<file path="src/rtl/gpu_pkg.sv">
// Shared types and constants for the Filter-GPU instruction-fetch stage.
package gpu_pkg;

  localparam int PC_WIDTH    = 32;
  localparam int INSTR_WIDTH = 28;
  localparam int PROG_LEN    = 9;
  localparam int PC_STEP     = 4;

  localparam logic [INSTR_WIDTH-1:0] NOP_INSTR = 28'h0;

  typedef enum logic [1:0] {
    IDLE  = 2'd0,
    FETCH = 2'd1,
    DRAIN = 2'd2,
    DONE  = 2'd3
  } fetch_state_t;

endpackage

</file>
<file path="src/rtl/gpu_ifid_reg.sv">
// IF/ID pipeline register: flush beats hold; an enabled cycle without a new
// fetch turns the slot into a bubble.
module gpu_ifid_reg
  import gpu_pkg::*;
(
  input  logic                   clk,
  input  logic                   reset,
  input  logic                   en,
  input  logic                   flush,
  input  logic                   load,
  input  logic [INSTR_WIDTH-1:0] instr_in,
  input  logic [PC_WIDTH-1:0]    pc_in,
  output logic [INSTR_WIDTH-1:0] instr_d,
  output logic [PC_WIDTH-1:0]    pc_d,
  output logic                   valid_d
);

  always_ff @(posedge clk) begin
    if (reset) begin
      instr_d <= NOP_INSTR;
      pc_d    <= {PC_WIDTH{1'b0}};
      valid_d <= 1'b0;
    end else if (flush) begin
      instr_d <= NOP_INSTR;
      valid_d <= 1'b0;
    end else if (en) begin
      if (load) begin
        instr_d <= instr_in;
        pc_d    <= pc_in;
        valid_d <= 1'b1;
      end else begin
        valid_d <= 1'b0;
      end
    end
  end

endmodule

</file>
<file path="src/rtl/gpu_fetch_stage.sv">
// Instruction-fetch stage: owns the PC and kernel select, sequences a kernel
// from start through drain to done, and feeds the IF/ID register.
module gpu_fetch_stage
  import gpu_pkg::*;
(
  input  logic                   clk,
  input  logic                   reset,
  input  logic                   start,
  input  logic [1:0]             kernel_sel,
  input  logic                   pipe_empty,
  input  logic                   stall,
  input  logic                   branch_taken,
  input  logic [PC_WIDTH-1:0]    branch_target,
  input  logic [INSTR_WIDTH-1:0] Instr,
  output logic [PC_WIDTH-1:0]    PC,
  output logic [1:0]             kernel,
  output logic [INSTR_WIDTH-1:0] instr_d,
  output logic [PC_WIDTH-1:0]    pc_d,
  output logic                   valid_d,
  output logic                   busy,
  output logic                   done
);

  fetch_state_t          state_r;
  fetch_state_t          state_s;
  logic [PC_WIDTH-1:0]   pc_s;
  logic [PC_WIDTH-1:0]   target_s;
  logic                  target_ok_s;
  logic                  last_s;
  logic                  flush_s;
  logic                  load_s;
  logic                  start_ok_s;

  assign target_s    = {branch_target[PC_WIDTH-1:2], 2'b00};
  assign target_ok_s = (branch_target >> 2) < PC_WIDTH'(PROG_LEN);
  assign last_s      = (PC >> 2) == PC_WIDTH'(PROG_LEN - 1);

  always_comb begin
    state_s    = state_r;
    pc_s       = PC;
    flush_s    = 1'b0;
    load_s     = 1'b0;
    start_ok_s = 1'b0;
    case (state_r)
      IDLE, DONE: begin
        pc_s = {PC_WIDTH{1'b0}};
        if (start) begin
          state_s    = FETCH;
          start_ok_s = 1'b1;
        end else begin
          state_s = state_r;
        end
      end
      FETCH: begin
        if (branch_taken) begin
          flush_s = 1'b1;
          // An out-of-range redirect ends the kernel rather than fetching garbage.
          if (target_ok_s) begin
            pc_s = target_s;
          end else begin
            state_s = DRAIN;
          end
        end else if (stall) begin
          pc_s = PC;
        end else begin
          load_s = 1'b1;
          if (last_s) begin
            state_s = DRAIN;
          end else begin
            pc_s = PC + PC_WIDTH'(PC_STEP);
          end
        end
      end
      DRAIN: begin
        flush_s = branch_taken;
        if (branch_taken && target_ok_s) begin
          state_s = FETCH;
          pc_s    = target_s;
        end else if (!valid_d && pipe_empty) begin
          state_s = DONE;
          pc_s    = {PC_WIDTH{1'b0}};
        end else begin
          state_s = state_r;
        end
      end
      default: begin
        state_s = IDLE;
        pc_s    = {PC_WIDTH{1'b0}};
      end
    endcase
  end

  always_ff @(posedge clk) begin
    if (reset) begin
      state_r <= IDLE;
      PC      <= {PC_WIDTH{1'b0}};
      kernel  <= 2'b00;
      busy    <= 1'b0;
      done    <= 1'b0;
    end else begin
      state_r <= state_s;
      PC      <= pc_s;
      busy    <= (state_s == FETCH) || (state_s == DRAIN);
      if (start_ok_s) begin
        kernel <= kernel_sel;
        done   <= 1'b0;
      end else if ((state_r == DRAIN) && (state_s == DONE)) begin
        done <= 1'b1;
      end
    end
  end

  gpu_ifid_reg u_ifid (
    .clk      (clk),
    .reset    (reset),
    .en       (!stall),
    .flush    (flush_s),
    .load     (load_s),
    .instr_in (Instr),
    .pc_in    (PC),
    .instr_d  (instr_d),
    .pc_d     (pc_d),
    .valid_d  (valid_d)
  );

endmodule

</file>
<file path="config.mk">
export PLATFORM = sky130hd
export DESIGN_NAME = gpu_fetch_stage
export DESIGN_NICKNAME = d
export VERILOG_FILES = /design/src/rtl/gpu_pkg.sv /design/src/rtl/gpu_ifid_reg.sv /design/src/rtl/gpu_fetch_stage.sv
export SDC_FILE = /design/constraint.sdc
export NUM_CORES = 1
export LEC_CHECK = 0
export ABC_AREA = 1
export CAP_MARGIN = 20
export CORE_MARGIN = 5
export CORE_UTILIZATION = 35
export DETAILED_ROUTE_END_ITERATION = 7
export PLACE_DENSITY = 0.6
export SYNTH_ARGS = -nofsm -noshare
export SYNTH_HDL_FRONTEND = slang
export SYNTH_HIERARCHICAL = 1
export SYNTH_SLANG_ARGS = --single-unit
</file>
<file path="constraint.sdc">
create_clock -name clk -period 2.97 [get_ports clk]
set_input_delay 0.594 -clock clk [delete_from_list [all_inputs] [get_ports clk]]
set_output_delay 0.594 -clock clk [all_outputs]
set_load 0.02 [all_outputs]
</file>
Word level (Yosys, flattened, before mapping). Cells that the tools add are included.

$add $sub $neg: 1. $lt $le $gt $ge: 1. Equality and inequality tests: 11. Mux-type cells: 23. Bitwise gates (word level): 2. Reduce and logical (&&, ||, !) cells: 12.

Operators by type and width (number): $mux W32 (6); $pmux W32 S3 (1); $add A32 B3 Y32 const B (1); $eq A30 B4 Y1 const B (1); $lt A30 B4 Y1 const B (1); $mux W2 (7); $ne A3 B3 Y1 const B (4); $eq A2 B2 Y1 const B (4); $mux W1 (7); $pmux W2 S3 (1); $reduce_or A2 Y1 (3); $eq A2 B1 Y1 const B (2); $reduce_and A4 Y1 (1); $logic_and A1 B1 Y1 (3); $reduce_and A3 Y1 (1); $logic_not A2 Y1 (1); $not A1 Y1 (2); $pmux W1 S2 (1); $reduce_and A2 Y1 (1); $logic_not A1 Y1 (1); $logic_or A1 B1 Y1 (1).

Bits in registers: 99. Logic and storage cells: 58.

Depth between registers and ports, before layout.
Depth in word-level cells: 7. Gate-level depth with buffers: 17.

By module. The synthesis kept the hierarchy.

By module, submodules not included: gpu_fetch_stage (times used 1, cells each 592, area an instance 3196.8 um2, sequential area each 720.7 um2); gpu_ifid_reg (times used 1, cells each 331, area an instance 2462.4 um2, sequential area each 1221.2 um2).

Worst setup path after synthesis. No wires, ideal clock.

Path kind: register -> register. Start: register state_r[1]. End: register u_ifid.instr_d[10]. Library setup time: 0.125 ns. Arrival time: 1.972 ns. Data required time: 2.845 ns. Setup slack: 0.873 ns. Cell stages (with the launch flop): 12. Clock period less this slack: 2.097 ns. Cells stage by stage: dfxtp_1 > inv_1 > ha_1 > buf_2 > clkinv_1 > clkbuf_1 > nor3_1 > nand2_2 > buf_6 > buf_6 > nand2_1 > a21oi_2.

Longest elaborated chain between the ends: 3.

Ends and longest elaborated chain: start: declaration (RTL line gpu_fetch_stage.sv:24) `fetch_state_t state_r;`; start signal: assignment (RTL line gpu_fetch_stage.sv:101) `state_r <= state_s;`; $eq A2 B1 Y1 (RTL line gpu_fetch_stage.sv:44) `case (state_r)`; $mux W1 (RTL line gpu_fetch_stage.sv:44); net load_s (RTL line gpu_fetch_stage.sv:31) `logic load_s;`; $reduce_and A2 Y1 (no source line); end signal: assignment (RTL line gpu_ifid_reg.sv:28) `instr_d <= instr_in;`; end: declaration (RTL line gpu_ifid_reg.sv:13) `output logic [INSTR_WIDTH-1:0] instr_d,`.

The timed path passes the listed nets, and every way through them passes these cells. A chain may end at the register's enable or synchronous reset.

Worst setup path in the final report.
Start: input port branch_taken. End: register u_ifid.instr_d[15].

Longest elaborated chain between the ends: 3.

Ends and longest elaborated chain: start: declaration (RTL line gpu_fetch_stage.sv:12) `input logic branch_taken,`; $mux W1 (RTL line gpu_fetch_stage.sv:55) `if (branch_taken) begin`; $mux W1 (RTL line gpu_fetch_stage.sv:44); net load_s (RTL line gpu_fetch_stage.sv:31); $reduce_and A2 Y1 (no source line).

The timed path passes the listed nets, and every way through them passes these cells.

==> metrics.txt <==
drt total wl between 15 and 20 mm; first-pass GRT wire length between 20 and 30 mm; ant diodes 0; Critical Path Fanout Max 28; FF+latch area 1940 µm²; status finished, final reports clean; Port Buf Inserts 160; Hold Path Class flop to flop; Clock Latency Late Sink 0.35 ns; TritonCTS Sinks 97; Post-Syn Area 5660 µm²; Power Total around 4.3 mW; Fillers 1711; GRT overflow 0; hold depth 2; reg-to-reg critical path endpoint u_ifid/instr_d[15]; Clock Path Buffers 2; num ports 165; die extent in x 137 µm; max frequency between 0.4 and 0.5 GHz; synth warn 6; Hold Crit Start kernel[1]; pin count of the biggest net entering global routing 50; CTS clk-pin slew, worst paths about 0.07 ns; Critical Setup Path Class input port to flop; Worst-Margin Slew between 0.5 and 0.6 ns; Vias/cell 4.60; cell row count 46; setup tns final 0 ns; CP Data Required Time 3.26 ns; post-CTS resize count 0; minimum clock period ~2.3 ns; die height ~140 µm; register area share after synthesis 34.3%; share of layout cells above drive strength 1 under 10%; DIE AREA 18800 µm²; RSZ-0062 raised after global routing false; GP Congestion 0.957; multi-input logic area 3080 µm²; Num CTS Buffers 9; Max Slew Vio Count 0; WL/cell 14.0 µm; Synth Area per Inst 6.13 µm²; Max Cap Viol 0; CTS Root Cell clkbuf_16; skew final 0.0100 ns; Antenna Violating Nets Remaining 0; Hold Path Sink kernel[1]; Final period util 78.6%; GRT Util Overall about a fifth; HPWL Detailed between 10 and 15 mm; DR pass1 iterations 5; Reg2Reg Setup Slack approximately 0.72 ns; Post-synth top flop dfxtp_1; final net count 1142; WP data arrival 2.63 ns; Yosys cell types 36; vias in the first global route 5515; hold buffers post-CTS 0; PwrDens 561 nW/µm²; Syn Inst Count 923; initial antenna violation count 0; Yosys reg bits 97; Post-synth EDFFs 0; CTS tree yes; FF-to-FF Start state_r[1]; VDD IR max 0.374 mV; Final Hold Fails 0; initial DRC count 386; Post CTS Setup Buffer Count 0; worst rel slew slack between 60 and 70%; element type at the critical path start input port; Starting Density 35.6%; # DRC 0; via count about 5900; asr flop ratio synth 0%; crit end category flop; H-tree depth 3; leak pwr 3.12 nW; final setup fails 0; Synth-to-Final Area Change 36.0%; core area between 15000 and 20000 µm²; Worst R2R Path Depth 8
worst max-delay path: stages:
cell and delay (ns):
clkdlybuf4s50_1 0.48, buf_4 0.24, nor3_1 0.42, nand2_2 0.29, inv_4 0.36, nand2_1 0.11
a21oi_2 0.13
layer usage:
metal	vias to the layer above	track usage, %	routed length (µm)
met5	-	0	0
met4	0	4.77	271
met3	18	5.74	1790
met2	213	29.9	7930
met1	2585	26.7	8130
li1	3121	-	-
flip-flops by register name, summed over array words and instances (netlist names):
register,flops
state_r,2
u_ifid/instr_d,28
kernel,2
u_ifid/valid_d,1
busy,1
u_ifid/pc_d,32
PC,30
done,1
area by class of cell:
type                            count  share of cell area (%)
Clock inverter                      5                    1.11
Timing Repair Buffer              172                    22.1
Multi-Input combinational cell    690                    40.1
Tap cell                          216                    3.51
Inverter                           99                    4.93
Sequential cell                    97                    25.2
Clock buffer                       11                    3.02
worst max-delay path by stage:
stage                                    end  depth (start not counted)         start
after global routing      u_ifid/instr_d[17]                          7  branch_taken
after CTS                 u_ifid/instr_d[15]                          7  branch_taken
after floorplan           u_ifid/instr_d[10]                         11    state_r[1]
final                     u_ifid/instr_d[15]                          7  branch_taken
after global placement    u_ifid/instr_d[19]                          7  branch_taken
after detailed placement  u_ifid/instr_d[14]                          7  branch_taken
Yosys cell counts (2+ instances only):
cell | count | area share, %
buf_2 | 8 | 0.71
ha_1 | 5 | 1.1
o21ai_0 | 16 | 1.4
nand3b_1 | 3 | 0.40
o211ai_1 | 6 | 0.80
nor2_1 | 217 | 14
a21oi_1 | 39 | 3.4
nand3_4 | 3 | 0.93
inv_4 | 3 | 0.33
xor2_1 | 3 | 0.46
clkbuf_1 | 16 | 1.1
a21oi_2 | 24 | 3.7
nand4_1 | 10 | 1.1
nand2_2 | 11 | 1.2
nand2_4 | 2 | 0.40
inv_1 | 94 | 6.2
nand3_1 | 41 | 3.6
nand2_1 | 287 | 19
buf_6 | 10 | 2.0
nor2_2 | 3 | 0.33
and2_1 | 2 | 0.22
buf_4 | 4 | 0.53
dfxtp_1 | 97 | 34
nor3_1 | 7 | 0.62
logic make-up after synthesis:
| group | share of synthesized area [%] |
|---|---|
| other cells | 0.0663 |
| buf+inv | 11.4 |
| flops | 34.3 |
| compound gates | 9.99 |
| simple gates | 42.6 |
| fa+ha+maj | 1.11 |
| xor+xnor | 0.464 |
metrics by stage:
stage                     worst slack (ns)  cell area (µm²)  utilization (%)  instances  hold slack, ns
after CTS                            0.606             7700             48.4       1290           0.466
after global placement               0.253             7380             46.4       1274           0.452
after floorplan                      0.873             5670                -        926           0.540
final                                0.635             7700             48.4       1290           0.466
after global routing                 0.458             7700             48.4       1290           0.488
after detailed placement             0.232             7380             46.4       1274           0.456
power by group:
| group | leakage (nW) | internal (mW) | switching [mW] |
|---|---|---|---|
| sequential | 0.784 | 1.40 | 0.102 |
| combinational | 2.18 | 0.542 | 0.981 |
| clock | 0.151 | 0.746 | 0.546 |
cells in the final DEF, fill, tap and decap left out, types with 4 or more instances in the layout:
cell type	count
nand2_1	287
nor2_1	217
clkdlybuf4s50_1	160
dfxtp_1	97
inv_1	94
nand3_1	41
a21oi_1	39
a21oi_2	24
o21ai_0	16
buf_4	11
nand2_2	11
nand4_1	10
clkbuf_16	9
nor3_1	7
o211ai_1	6
ha_1	5
conb_1	4
(Power assumes the default switching activity.)
